==> src/rtl/issue_wf_arbiter.sv <==
// rtl/issue_wf_arbiter.sv - round-robin wavefront issue arbiter with accept hold and pending lockout
//
// Picks one of NUM_WF wavefront slots per issue in round-robin order, holds the
// grant until the functional unit accepts it, then locks the accepted id out
// until the functional unit releases it.
//
// Ports:
//   clk           clock, rising edge
//   rst           asynchronous active-high reset
//   req           per-wavefront ready bits
//   accept        FU takes the presented grant at this edge
//   release_valid FU finished a wavefront (release_wfid valid)
//   release_wfid  id of the finished wavefront; ids >= NUM_WF are ignored
//   grant_valid   a grant is being presented
//   grant_wfid    granted id (mux select); holds its last value while idle
//   grant_onehot  one-hot copy of grant_wfid, zero while idle
module issue_wf_arbiter #(
    parameter int NUM_WF      = 40,
    parameter int WF_ID_WIDTH = 6
) (
    input  logic                   clk,
    input  logic                   rst,
    input  logic [NUM_WF-1:0]      req,
    input  logic                   accept,
    input  logic                   release_valid,
    input  logic [WF_ID_WIDTH-1:0] release_wfid,
    output logic                   grant_valid,
    output logic [WF_ID_WIDTH-1:0] grant_wfid,
    output logic [NUM_WF-1:0]      grant_onehot
);

    typedef enum logic {
        IDLE  = 1'b0,
        GRANT = 1'b1
    } state_t;

    localparam logic [WF_ID_WIDTH-1:0] LAST_ID = WF_ID_WIDTH'(NUM_WF - 1);

    state_t                   state, next_state;
    logic [NUM_WF-1:0]        pending, next_pending;
    logic [WF_ID_WIDTH-1:0]   ptr, next_ptr;
    logic [WF_ID_WIDTH-1:0]   next_grant_wfid;
    logic [NUM_WF-1:0]        next_grant_onehot;

    logic                     acc_fire;
    logic [NUM_WF-1:0]        acc_mask;
    logic [NUM_WF-1:0]        rel_mask;
    logic [WF_ID_WIDTH-1:0]   ptr_after;
    logic [NUM_WF-1:0]        search_elig;
    logic [WF_ID_WIDTH-1:0]   search_start;
    logic                     win_found;
    logic [WF_ID_WIDTH-1:0]   win_id;

    // accept only counts while a grant is actually presented
    assign acc_fire  = (state == GRANT) && accept;
    assign acc_mask  = acc_fire ? grant_onehot : '0;
    assign ptr_after = (grant_wfid == LAST_ID) ? '0 : grant_wfid + 1'b1;

    // Eligibility uses the pre-release pending vector, so a released id only
    // becomes eligible one cycle after the release edge. The accepted id is
    // masked so the same-edge re-arbitration cannot pick it again.
    assign search_elig  = req & ~(pending | acc_mask);
    assign search_start = acc_fire ? ptr_after : ptr;

    always_comb begin
        rel_mask = '0;
        if (release_valid && (release_wfid < WF_ID_WIDTH'(NUM_WF))) begin
            rel_mask[release_wfid] = 1'b1;
        end
    end

    // Round-robin search: first eligible id starting at search_start, wrapping
    // modulo NUM_WF. The sum is one bit wider so it can be wrapped before use
    // and never forms an out-of-range id.
    always_comb begin
        logic [WF_ID_WIDTH:0]   sum;
        logic [WF_ID_WIDTH-1:0] idx;
        win_found = 1'b0;
        win_id    = '0;
        sum       = '0;
        idx       = '0;
        for (int k = 0; k < NUM_WF; k++) begin
            sum = {1'b0, search_start} + (WF_ID_WIDTH + 1)'(k);
            if (sum >= (WF_ID_WIDTH + 1)'(NUM_WF)) begin
                sum = sum - (WF_ID_WIDTH + 1)'(NUM_WF);
            end
            idx = sum[WF_ID_WIDTH-1:0];
            if (!win_found && search_elig[idx]) begin
                win_found = 1'b1;
                win_id    = idx;
            end
        end
    end

    always_comb begin
        next_state        = state;
        next_ptr          = ptr;
        next_grant_wfid   = grant_wfid;
        next_grant_onehot = grant_onehot;
        // accept is ORed in after the release clear: accept wins on the same id
        next_pending      = (pending & ~rel_mask) | acc_mask;

        case (state)
            IDLE: begin
                if (win_found) begin
                    next_state              = GRANT;
                    next_grant_wfid         = win_id;
                    next_grant_onehot       = '0;
                    next_grant_onehot[win_id] = 1'b1;
                end
            end
            GRANT: begin
                // without accept the grant is held; it is never retracted
                if (accept) begin
                    next_ptr = ptr_after;
                    if (win_found) begin
                        next_grant_wfid         = win_id;
                        next_grant_onehot       = '0;
                        next_grant_onehot[win_id] = 1'b1;
                    end else begin
                        next_state        = IDLE;
                        next_grant_onehot = '0;
                    end
                end
            end
            default: begin
                next_state        = IDLE;
                next_grant_onehot = '0;
            end
        endcase
    end

    always_ff @(posedge clk or posedge rst) begin
        if (rst) begin
            state        <= IDLE;
            pending      <= '0;
            ptr          <= '0;
            grant_wfid   <= '0;
            grant_onehot <= '0;
        end else begin
            state        <= next_state;
            pending      <= next_pending;
            ptr          <= next_ptr;
            grant_wfid   <= next_grant_wfid;
            grant_onehot <= next_grant_onehot;
        end
    end

    assign grant_valid = (state == GRANT);

endmodule
==> config.mk <==
export PLATFORM = sky130hd
export DESIGN_NAME = issue_wf_arbiter
export DESIGN_NICKNAME = d
export VERILOG_FILES = /design/src/rtl/issue_wf_arbiter.sv
export SDC_FILE = /design/constraint.sdc
export NUM_CORES = 1
export LEC_CHECK = 0
export BUFFER_PORTS_ARGS = -buffer_cell sky130_fd_sc_hd__buf_4
export CAP_MARGIN = 0
export CORE_MARGIN = 2
export CORE_UTILIZATION = 30
export CTS_CLUSTER_SIZE = 16
export DETAILED_ROUTE_END_ITERATION = 8
export PLACE_DENSITY = 0.51
export SKIP_LAST_GASP = 1
export SYNTH_ARGS = -nofsm -noshare
export SYNTH_HDL_FRONTEND = slang
export SYNTH_SLANG_ARGS = --single-unit
==> constraint.sdc <==
create_clock -name clk -period 8.8 [get_ports clk]
set_clock_uncertainty 0.1 [all_clocks]
set_input_delay 0.88 -clock clk [delete_from_list [all_inputs] [get_ports clk]]
set_output_delay 0.88 -clock clk [all_outputs]
set_load 0.02 [all_outputs]
# --- After elaboration in Yosys (flattened, before gate mapping) ---
# Cells that the tools add are included.
op_classes:
  order_cmp: 85
  add_sub_neg: 80
  mux: 218
  n_bitwise: 7
  n_eq_ne: 3
  n_reduce_logical: 84
op_table:
  columns: ["cell", "n"]
  rows:
  - ["$mux 6", 84]
  - ["$lt 6x7->1 const B", 42]
  - ["$ge 7x6->1 const B", 39]
  - ["$bmux 1 s6", 40]
  - ["$sub 6x6->6 const B", 40]
  - ["$mux 40", 5]
  - ["$add 6x5->7 const B", 16]
  - ["$mux 1", 84]
  - ["$and 40x40->40", 2]
  - ["$not 40->40", 2]
  - ["$or 40x40->40", 2]
  - ["$pmux 40 s2", 1]
  - ["$add 6x4->7 const B", 8]
  - ["$add 6x6->7 const B", 8]
  - ["$logic_and 1x1->1", 43]
  - ["$logic_not 1->1", 39]
  - ["$add 6x3->7 const B", 4]
  - ["$add 6x2->7 const B", 2]
  - ["$demux 1 s6", 2]
  - ["$ge 6x1->1 const B", 2]
  - ["$pmux 6 s2", 1]
  - ["$add 6x1->7 const B", 1]
  - ["$add 6x1->6 const B", 1]
  - ["$eq 6x6->1 const B", 1]
  - ["other kinds (6)", 8]
word_totals:
  register_bits: 93
  out_inout_bits: 47
  inputBits: 50

# --- Longest topological paths before layout ---
depth:
  ltp_word: 132
  ltp_mapped: 39
  ltp_nobuf: 28

# --- Worst setup path after synthesis ---
# Ideal clock, no wire load.
synth_path:
  path_type: "input to register"
  startpoint: "in accept"
  endpoint: "reg grant_onehot[18]"
  arrival_time_ns: 8.205
  required_time_ns: 8.578
  path_stages: 33
  slack_ns: 0.374
  path_buffers: 10
  path_cell_list: "buf_2 -> a21bo_2 -> and2_1 -> inv_1 -> buf_2 -> buf_2 -> clkbuf_1 -> ha_1 -> clkbuf_1 -> o21ai_0 -> a211oi_1 -> a21oi_4 -> clkinv_1 -> clkbuf_1 -> ha_1 -> clkbuf_1 -> o21ai_2 -> or4_1 -> a31o_1 -> buf_4 -> a221oi_4 -> nand3_2 -> nor4_4 -> and3_1 -> buf_2 -> nand2_2 -> or3_1 -> and2_1 -> a41oi_1 -> nor2b_1 -> and2_1 -> buf_2 -> a32o_1"
synth_between:
  elab_chain_len: 132
  word_cells_on_any_way: 415
synth_lines:
  columns: ["item", "line", "source"]
  rows:
  - ["from (decl)", "24", "input logic accept,"]
  - ["branches (longest 132 deep; another with $add 6x1->7)", null, null]
  - ["to (signal assigned)", "145", "grant_onehot <= next_grant_onehot;"]
  - ["to (decl)", "29", "output logic [NUM_WF-1:0] grant_onehot"]
# Several ways; the timed one is not identified. The select of a mux whose other input is x is not followed.
# A chain may end at the register's enable or synchronous reset.

# --- Worst setup path in the final report ---
layout_path:
  startpoint: "in accept"
  endpoint: "reg grant_onehot[3]"
# The elaborated chain is that of the path after synthesis.

==> flow_summary.json <==
{
  "share_of_async_settable_or_async_resettable_flops_after_synthesis_pct": 100,
  "placement.io_buffers": 96,
  "overflow": 0,
  "syn_nets": 2540,
  "timing.max_slew.rel_slack_pct": 18.5,
  "crit_start": "accept",
  "yosys.area.top_type": "sky130_fd_sc_hd__dfrtp_1",
  "core.rowCount": 91,
  "largest_cells_by_area_after_synthesis": "sky130_fd_sc_hd__dfrtp_1 (13%), sky130_fd_sc_hd__mux2i_1 (7.9%), sky130_fd_sc_hd__nand2_1 (5.3%)",
  "global_route.usage.met2_pct": 55.0,
  "total_global_routing_track_utilization_pct": 35.7,
  "fp.dieArea_um2": 63800,
  "synthesis.area_per_instance_um2": 7.65,
  "finish.cell_count_without_fillers": 3418,
  "count_of_unresolved_drc_violations_after_routing": 0,
  "hold_path_class": "reg2reg",
  "effective_utilization_at_floorplan_pct": 30.2,
  "ys_dominant_reg_cell": "sky130_fd_sc_hd__dfrtp_1",
  "critical_path.max_fanout": 19,
  "dp_cells": 3396,
  "clockRootBuffer": "sky130_fd_sc_hd__clkbuf_16",
  "worst_slack_ns": 0.277,
  "post_synthesis_sequential_element_count": 93,
  "layout-area-overhead-vs-synth_pct": 17.2,
  "core-area_um2": 61400,
  "min_period_over_period_pct": 96.9,
  "post_drt_wl_per_cell_um": 34.1,
  "final_cell_mix": "sky130_fd_sc_hd__buf_4 (325), sky130_fd_sc_hd__nand2_1 (262), sky130_fd_sc_hd__nor2_1 (160), sky130_fd_sc_hd__o21ai_0 (147), sky130_fd_sc_hd__mux2i_1 (146)",
  "critical_path.startpoint_type": "input port",
  "final_hold_viol_count": 0,
  "globalRouteMet1Util_pct": 47.4,
  "hold_slack_ns": 0.404,
  "drtIter0Drc": 2316,
  "synth-edff-count": 0,
  "totalWireLength_um": 117000,
  "finalWeightedCongestion": 1.06,
  "dp_slack_ns": -0.197,
  "timing.critical_path.to_type": "register",
  "outcome": "finished clean",
  "die_h_um": 253,
  "synthesis.instances": 2425,
  "clock_tree_from_tritoncts": "done",
  "fillers": 6540,
  "cap_viol_max_count": 0,
  "layout.core_utilization_pct": 35.4,
  "top_level_ports": 97,
  "die_boundary_width_um": 253,
  "tritoncts_num_sinks": 93,
  "vias": 22300,
  "clk_pin_slew_ns": 0.08,
  "crit_type": "in2reg",
  "finalSetupViolations": 0,
  "grt_busiest_layer": "met2",
  "layout_commonest_cell": "sky130_fd_sc_hd__buf_4",
  "insertion_delay_ns": 0.37,
  "dp_hpwl_um": 96600,
  "clock_tree.htree_level_count": 3,
  "first_global_vias": 21000,
  "cts_buffer_depth": 2,
  "crit_arrival_ns": 8.73,
  "layout_cells_sized_above_1_pct": 21.1,
  "synth_warnings": 0,
  "cts_buffers": 9,
  "detail_route.first_pass.iterations": 8,
  "hold_path_startpoint": "pending[4]",
  "r2r_start": "grant_wfid[2]",
  "crit_required_ns": 9.01,
  "synth_sequential_area_ratio_pct": 12.5,
  "r2r_cells": 27,
  "grt_first_pass_wirelength_um": 163000,
  "max_freq_ghz": 0.117,
  "period_needed_ns": 8.52,
  "layout.nets": 2733,
  "final_antenna_net_count": 0,
  "antenna_found_initial": 3,
  "whs_path_depth": 2,
  "drv_slew": 0,
  "synth.top_cell.area_share_pct": 12.5,
  "synth.lib_cells_used.distinct": 130,
  "cts_hold_buffers": 0,
  "synthesis.area_um2": 18500,
  "grt_setup_unrepaired": "false",
  "maximum_number_of_pins_on_one_net_before_global_route_repair": 62,
  "grt_util_met3_pct": 5.14,
  "detail_route.vias_per_cell": 6.52,
  "worst_margin_pin_slew_ns": 1.21
}
repair_timing:
action                                  4_1_cts  5_1_grt
buffers inserted                              0        1
pin swaps                                     0        1
gates cloned                                  0        0
endpoints found under the setup margin       25       41
gates resized for setup                       2       11
cell type report:
cell class	count	area [µm²]	share of cell area (%)
clock buffer	9	225	1.04
inverter	81	319	1.47
antenna	5	12.5	0.0575
multi-input combinational	2103	15200	70.1
clock inverter	7	86.3	0.397
timing repair buffer	330	2530	11.6
tap	790	988	4.55
sequential	93	2330	10.7
per-stage QoR:
| step | TNS [ns] | area (µm²) |
|---|---|---|
| finish | 0 | 21700 |
| global route | 0 | 21700 |
| CTS | 0 | 21700 |
| detailed placement | -4.21 | 21400 |
| global placement | 0 | 21400 |
| floorplan | 0 | 18500 |
registers in the layout (all words and copies together) (netlist names):
register / count
ptr: 6
grant_valid: 1
grant_wfid: 6
grant_onehot: 40
pending: 40
worst max-delay path, stage by stage:
cell	delay [ns]
sky130_fd_sc_hd__buf_4	0.19
sky130_fd_sc_hd__a21boi_1	0.67
sky130_fd_sc_hd__o22ai_4	0.19
sky130_fd_sc_hd__inv_4	0.09
sky130_fd_sc_hd__ha_1	0.23
sky130_fd_sc_hd__inv_1	0.12
sky130_fd_sc_hd__a211oi_1	0.87
sky130_fd_sc_hd__nor2_1	0.40
sky130_fd_sc_hd__mux4_2	0.75
sky130_fd_sc_hd__nand4b_1	0.26
sky130_fd_sc_hd__o2111a_1	0.20
sky130_fd_sc_hd__a311oi_1	0.29
sky130_fd_sc_hd__buf_4	0.27
sky130_fd_sc_hd__nor4b_4	0.41
sky130_fd_sc_hd__and4_2	0.44
sky130_fd_sc_hd__and3_1	0.40
sky130_fd_sc_hd__nand2_2	0.12
sky130_fd_sc_hd__or3_1	0.43
sky130_fd_sc_hd__and2_1	0.18
sky130_fd_sc_hd__a41oi_2	0.36
sky130_fd_sc_hd__buf_4	0.20
sky130_fd_sc_hd__and2_1	0.15
sky130_fd_sc_hd__and2_1	0.37
sky130_fd_sc_hd__a32o_1	0.23
path summary, 6_finish.rpt:
path	endpoint	slack (ns)
worst max-delay path	grant_onehot[3]	0.28
worst min-delay path	pending[4]	0.40
worst max register to register	grant_onehot[23]	0.32
worst min register to register	pending[4]	0.40
max in group asynchronous	pending[15]	6.99
min in group asynchronous	grant_onehot[32]	0.43
metal layers:
layer / vias up / share of wire [%]
li1: 9777 / -
met1: 11100 / 42
met2: 1135 / 43
met3: 245 / 7.5
met4: 2 / 7.1
met5: - / 0.0069
cells by family after synthesis:
group / synth area share [%]
xor+xnor: 3.65
fa+ha+maj: 4.43
simple gates: 27.2
buf+inv: 5.65
mux: 15.9
compound gates: 30.7
flops: 12.5
Yosys cell counts (41+ instances only):
| master | number |
|---|---|
| sky130_fd_sc_hd__a21oi_1 | 103 |
| sky130_fd_sc_hd__mux2_2 | 47 |
| sky130_fd_sc_hd__nand2_1 | 262 |
| sky130_fd_sc_hd__o21ai_0 | 147 |
| sky130_fd_sc_hd__xnor2_1 | 57 |
| sky130_fd_sc_hd__dfrtp_1 | 93 |
| sky130_fd_sc_hd__inv_1 | 73 |
| sky130_fd_sc_hd__nor2_1 | 161 |
| sky130_fd_sc_hd__ha_1 | 64 |
| sky130_fd_sc_hd__a211oi_1 | 47 |
| sky130_fd_sc_hd__buf_2 | 53 |
| sky130_fd_sc_hd__mux2i_1 | 146 |
| sky130_fd_sc_hd__mux4_2 | 41 |
| sky130_fd_sc_hd__nor3_1 | 81 |
| sky130_fd_sc_hd__clkbuf_1 | 64 |
| sky130_fd_sc_hd__nand3_1 | 132 |
Power is not shown: default switching activity piles up to over one toggle a cycle in this logic, so the estimate is an artifact.
